--- config.mk ---
export PLATFORM = sky130hd
export DESIGN_NAME = qspi_arb
export DESIGN_NICKNAME = d
export VERILOG_FILES = /design/src/rtl/qspi_arb_pkg.sv /design/src/rtl/qspi_arb_age.sv /design/src/rtl/qspi_arb.sv
export SDC_FILE = /design/constraint.sdc
export NUM_CORES = 1
export LEC_CHECK = 0
export ABC_CLOCK_PERIOD_IN_PS = 2600
export CAP_MARGIN = 20
export CORE_MARGIN = 5
export CORE_UTILIZATION = 40
export DETAILED_ROUTE_END_ITERATION = 7
export GPL_TIMING_DRIVEN = 0
export PLACE_DENSITY = 0.76
export SLEW_MARGIN = 40
export SYNTH_ARGS = -nofsm -noshare
export SYNTH_HDL_FRONTEND = slang
export SYNTH_SLANG_ARGS = --single-unit
--- constraint.sdc ---
create_clock -name clk -period 2.6 [get_ports clk]
set_input_delay 0.52 -clock clk [delete_from_list [all_inputs] [get_ports clk]]
set_output_delay 0.52 -clock clk [all_outputs]
set_load 0.03 [all_outputs]
--- src/rtl/qspi_arb_pkg.sv ---
// Shared definitions for the QSPI arbiter slice.
//   state_t      : controller state encoding (IDLE -> WAIT -> RELEASE)
//   REQ_I/D/X    : requester index constants used to record the owner
//   tag_w()      : line tag width from physical address width and line length
package qspi_arb_pkg;

  typedef enum logic [1:0] {
    ST_IDLE    = 2'd0,
    ST_WAIT    = 2'd1,
    ST_RELEASE = 2'd2
  } state_t;

  localparam logic [1:0] REQ_I = 2'd0;
  localparam logic [1:0] REQ_D = 2'd1;
  localparam logic [1:0] REQ_X = 2'd2;

  function automatic int tag_w(input int pa, input int line_length);
    return pa - $clog2(line_length);
  endfunction

endpackage

--- src/rtl/qspi_arb_age.sv ---
// Saturating age counter for one ageing requester.
//   clk, reset : clock, asynchronous active-low reset
//   inc        : requester lost an arbitration it took part in
//   clr        : requester won, or was not requesting at arbitration
//   sat        : counter has reached AGE_MAX; requester must win next time
module qspi_arb_age
  import qspi_arb_pkg::*;
#(
  parameter int AGE_MAX = 7
) (
  input  logic clk,
  input  logic reset,
  input  logic inc,
  input  logic clr,
  output logic sat
);

  localparam int CW = $clog2(AGE_MAX + 1);

  logic [CW-1:0] cnt;

  always_ff @(posedge clk or negedge reset) begin
    if (!reset) begin
      cnt <= '0;
    end else if (clr) begin
      cnt <= '0;
    end else if (inc && !sat) begin
      cnt <= cnt + CW'(1);
    end
  end

  assign sat = (cnt == CW'(AGE_MAX));

endmodule

--- src/rtl/qspi_arb.sv ---
// Arbiter for the single QSPI line-transfer engine.
// Three requesters (icache refill i_*, dcache d_*, auxiliary x_*) compete;
// one transaction is run at a time. The winner's tag, memory select and
// direction are latched and held on q_* for the whole line transfer.
//   clk, reset     : clock, asynchronous active-low reset
//   *_req/_tag/... : requester inputs (level requests)
//   *_gnt          : requester owns the engine
//   *_done         : one-cycle completion pulse to the owner
//   q_req/q_*      : request and latched transfer fields to the engine
//   q_done         : engine finished the line
//   q_abort, err   : watchdog expiry; pulse together with the owner's *_done
module qspi_arb
  import qspi_arb_pkg::*;
#(
  parameter  int PA          = 24,
  parameter  int LINE_LENGTH = 4,
  parameter  int AGE_MAX     = 7,
  parameter  int TIMEOUT     = 255,
  localparam int TW          = tag_w(PA, LINE_LENGTH)
) (
  input  logic          clk,
  input  logic          reset,
  input  logic          i_req,
  input  logic [TW-1:0] i_tag,
  input  logic [1:0]    i_mem,
  output logic          i_gnt,
  output logic          i_done,
  input  logic          d_req,
  input  logic          d_write,
  input  logic [TW-1:0] d_tag,
  input  logic [1:0]    d_mem,
  output logic          d_gnt,
  output logic          d_done,
  input  logic          x_req,
  input  logic          x_write,
  input  logic [TW-1:0] x_tag,
  input  logic [1:0]    x_mem,
  output logic          x_gnt,
  output logic          x_done,
  output logic          q_req,
  output logic          q_i_d,
  output logic          q_write,
  output logic [TW-1:0] q_paddr,
  output logic [1:0]    q_mem,
  input  logic          q_done,
  output logic          q_abort,
  output logic          err
);

  localparam int WD_W = $clog2(TIMEOUT + 1);

  state_t          state;
  logic [1:0]      owner;
  logic [WD_W-1:0] wd;
  logic [1:0]      win;
  logic            any_req;
  logic            arb;
  logic            i_sat, x_sat;

  assign any_req = i_req | d_req | x_req;
  assign arb     = (state == ST_IDLE) && any_req;

  // A saturated counter only forces a win while that requester still asks;
  // otherwise plain priority d > i > x applies.
  always_comb begin
    win = REQ_X;
    if (i_req && i_sat)      win = REQ_I;
    else if (x_req && x_sat) win = REQ_X;
    else if (d_req)          win = REQ_D;
    else if (i_req)          win = REQ_I;
  end

  qspi_arb_age #(.AGE_MAX(AGE_MAX)) u_age_i (
    .clk   (clk),
    .reset (reset),
    .inc   (arb && i_req && (win != REQ_I)),
    .clr   (arb && (!i_req || (win == REQ_I))),
    .sat   (i_sat)
  );

  qspi_arb_age #(.AGE_MAX(AGE_MAX)) u_age_x (
    .clk   (clk),
    .reset (reset),
    .inc   (arb && x_req && (win != REQ_X)),
    .clr   (arb && (!x_req || (win == REQ_X))),
    .sat   (x_sat)
  );

  always_ff @(posedge clk or negedge reset) begin
    if (!reset) begin
      state   <= ST_IDLE;
      owner   <= REQ_I;
      wd      <= '0;
      i_gnt   <= 1'b0;
      d_gnt   <= 1'b0;
      x_gnt   <= 1'b0;
      i_done  <= 1'b0;
      d_done  <= 1'b0;
      x_done  <= 1'b0;
      q_req   <= 1'b0;
      q_i_d   <= 1'b0;
      q_write <= 1'b0;
      q_paddr <= '0;
      q_mem   <= '0;
      q_abort <= 1'b0;
      err     <= 1'b0;
    end else begin
      i_done  <= 1'b0;
      d_done  <= 1'b0;
      x_done  <= 1'b0;
      q_abort <= 1'b0;
      err     <= 1'b0;
      case (state)
        ST_IDLE: begin
          if (any_req) begin
            state <= ST_WAIT;
            owner <= win;
            wd    <= '0;
            q_req <= 1'b1;
            i_gnt <= (win == REQ_I);
            d_gnt <= (win == REQ_D);
            x_gnt <= (win == REQ_X);
            q_i_d <= (win == REQ_I);
            case (win)
              REQ_D: begin
                q_write <= d_write;
                q_paddr <= d_tag;
                q_mem   <= d_mem;
              end
              REQ_X: begin
                q_write <= x_write;
                q_paddr <= x_tag;
                q_mem   <= x_mem;
              end
              default: begin
                q_write <= 1'b0;
                q_paddr <= i_tag;
                q_mem   <= i_mem;
              end
            endcase
          end
        end
        ST_WAIT: begin
          // q_done on the expiry cycle wins over the watchdog: no abort, no err.
          if (q_done || (wd == WD_W'(TIMEOUT - 1))) begin
            state   <= ST_RELEASE;
            q_req   <= 1'b0;
            i_gnt   <= 1'b0;
            d_gnt   <= 1'b0;
            x_gnt   <= 1'b0;
            i_done  <= (owner == REQ_I);
            d_done  <= (owner == REQ_D);
            x_done  <= (owner == REQ_X);
            q_abort <= !q_done;
            err     <= !q_done;
          end else begin
            wd <= wd + WD_W'(1);
          end
        end
        ST_RELEASE: begin
          state <= ST_IDLE;
          wd    <= '0;
        end
        default: state <= ST_IDLE;
      endcase
    end
  end

endmodule

==> results of run 1 <==
==> layout make-up <==
type	instances	area share (%)
Tap cell	80	2.449
Clock inverter	2	1.470
Timing Repair Buffer	115	28.35
Clock buffer	5	1.684
Inverter	8	0.7348
Buffer	19	2.449
Multi-Input combinational cell	216	31.02
Sequential cell	52	31.84
==> critical path, cell delays in order <==
cell and delay (ns):
clkdlybuf4s50_1 0.54, o21ai_0 0.22, nand2_1 0.13, ha_1 0.37, buf_2 0.24, clkbuf_4 0.25
nand2_1 0.06, o21ai_0 0.08, o21ai_0 0.10
==> state kept, by name, summed over array words and instances (netlist names), 2 cells and up <==
signal       cells
owner            2
q_mem            2
q_paddr         22
state            2
u_age_i.cnt      3
u_age_x.cnt      3
wd               8
==> cell families (layout without fill, tap and decap cells) <==
group,after synthesis,after routing,synth area share [%]
fa+ha+maj,9,9,4.180
compound gates,99,99,22.71
simple gates,101,101,17.56
xor+xnor,2,2,0.6504
buf+inv,28,149,4.737
flops,52,52,48.30
mux,5,5,1.858
==> path summary, 6_finish.rpt <==
kind / cells past startpoint / to / start / slack (ns)
worst min-delay path: 1 / u_age_x.cnt[0] / reset / 0.07
worst max-delay path: 9 / q_paddr[8] / i_req / 0.23
worst max register to register: 13 / u_age_x.cnt[1] / u_age_x.cnt[0] / 0.26
worst min register to register: 2 / q_paddr[6] / q_paddr[6] / 0.48
max in group asynchronous: 2 / q_write / reset / 2.07
min in group clk: 2 / q_paddr[6] / q_paddr[6] / 0.48
==> per-layer routing <==
layer  track usage [%]  part of all wire, %  up-vias
met2             33.15                   49      111
met5                 0                    0        -
met1             21.27                   39     1246
met3             7.875                   10       14
met4             6.064                  2.1        0
li1                  -                    -     1282
==> layout by cell type (no fill, tap or decap), types with 3 or more instances in the layout <==
cell and instances:
clkdlybuf4s50_1 113, a22o_1 3, nand3_1 8, ha_1 8
clkbuf_8 5, mux2i_1 5, nor2_1 8, buf_2 9
inv_1 8, clkbuf_1 4, a22oi_1 25, nand2_1 67
o21ai_0 55, dfrtp_1 52
==> cells in the mapped netlist (2+ instances only) <==
| cell | count | area share [%] |
|---|---|---|
| nor3b_1 | 2 | 0.56 |
| nor3_1 | 2 | 0.37 |
| dfrtp_1 | 52 | 48 |
| a21o_1 | 2 | 0.56 |
| nand3_1 | 8 | 1.5 |
| mux2i_1 | 5 | 1.9 |
| clkbuf_1 | 8 | 1.1 |
| nor2_1 | 8 | 1.1 |
| inv_1 | 8 | 1.1 |
| o211ai_1 | 2 | 0.56 |
| a22o_1 | 3 | 0.98 |
| buf_2 | 9 | 1.7 |
| or3_1 | 2 | 0.46 |
| nand2_1 | 67 | 9.3 |
| xnor2_1 | 2 | 0.65 |
| o21ai_0 | 55 | 10 |
| o21ai_1 | 2 | 0.37 |
| and2_1 | 2 | 0.46 |
| a22oi_1 | 25 | 7.0 |
| ha_1 | 9 | 4.2 |
| a21oi_1 | 2 | 0.37 |
==> what timing repair did <==
item	CTS	global route
endpoints found under the setup margin	0	23
resized for setup	0	9
hold endpoints to repair	0	0
==> power groups by stage <==
stage	Sequential [mW]	Clock [mW]	Combinational, mW
global placement	1.32	0	1.87
detailed placement	1.33	0	1.91
floorplan	1.74	0	0.648
global route	1.36	0.675	2.07
finish	1.31	0.637	1.90
CTS	1.32	0.653	1.92
==> out/metrics.yaml, run 1 <==
finish.instance_area_sq_mm: 0.004086
holdBufCountCts: 0
grt_setup_unrepaired: "no"
holdWs_ns: 0.07467
ys_seq_elements: 52
drtAntennaViolNets: 0
switching_share_pct: 40.61
core_sq_mm: 0.006681
fin_util_pct: 61.16
leakage_nw: 1.781
cp_data_required_time_ns: 2.77
fin_cells: 497
antenna_cells: 0
synthArstFlopShare_pct: 100.0
p_seq_share_pct: 34.1
drt_first_iter_violations: 56
grt_overflow: 0
clk-insertion-delay-late_ns: 0.30
min_period_ns: 2.367
ctsLongestPathBuffers: 2
relSlewSlack_pct: 65.87
clkSinkCount: 52
grt_pass1_vias: 2830
vias: 2653
fmax_ghz: 0.4224
die_w_um: 92.07
p_int_mw: 2.285
post_cts_buffers: 0
globalRouteTotalUtil_pct: 19.11
vias_per_cell: 5.338
fp.dieArea_sq_mm: 0.008476
cts_tree: "yes"
synth_edf_count: 0
clkPwrFrac_pct: 16.6
nets: 506
syn_area_sq_mm: 0.002694
finalMaxSlewViolations: 0
wl_mm: 7.934
critPathLaunchType: "input pin"
synth_cells: 296
worst_slack_ns: 0.2326
p_sw_mw: 1.562
numPortBuffers: 114
synth.distinct_cells: 42
tns_ns: 0
multiInputGateArea_sq_mm: 0.001267
initial_core_util_pct: 40.32
row_count: 30
routedWlPerCell_um: 15.96
ir_worst_vdd_uv: 376.1
comb_power_share_pct: 49.3
nFillCells: 625
status: "finished, final reports clean"
finalCritPeriodShare_pct: 91.05
cts_buffers: 5
boundaryPins: 115
drc: 0
preCtsSetupSlack_ns: -0.3239
placed_cell_area_sq_mm: 0.003953
syn_avg_cell_area_sq_um: 9.101
hold_viol_final: 0
critPathCaptureType: "flip-flop"
critical_path.max_fanout: 10
arrival_ns: 2.53
setup_viol: 0
ys_seq_area_share_pct: 48.30
ff_latch_area_sq_mm: 0.001301
max_slew.worst_pin.slew_ns: 0.5088
path_clk_slew_ns: 0.09
htree_levels: 2
ys_warn_count: 0
gp_congestion: 0.8198
placed_cells: 491
root_buffer: "clkbuf_8"
drive_above_1_share_pct: 7.914
antenna_found_initial: 0
total_power_mw: 3.847
ys.flop_type: "dfrtp_1"
synth_nets: 385
drv_cap: 0
dp_hpwl_mm: 6.315
syn2layout_area_growth_pct: 51.70
grt_pass1_wl_mm: 12.94
holdCritPathClass: "in2async"
grt_max_degree: 35
dr.pass1.iters: 4
worstSetupPathType: "in2reg"
finClkSkew_ns: 0.008478
fp.dieH_um: 92.07
powerDensity_mw_per_mm2: 941.5
Power figures use the tool's default switching activity.
==> inputs of run 2 (changes only) <==
Settings changed: TNS_END_PERCENT set to 30.
==> results of run 2 <==
The final DEF is identical to that of run 1; final timing and power are the same.
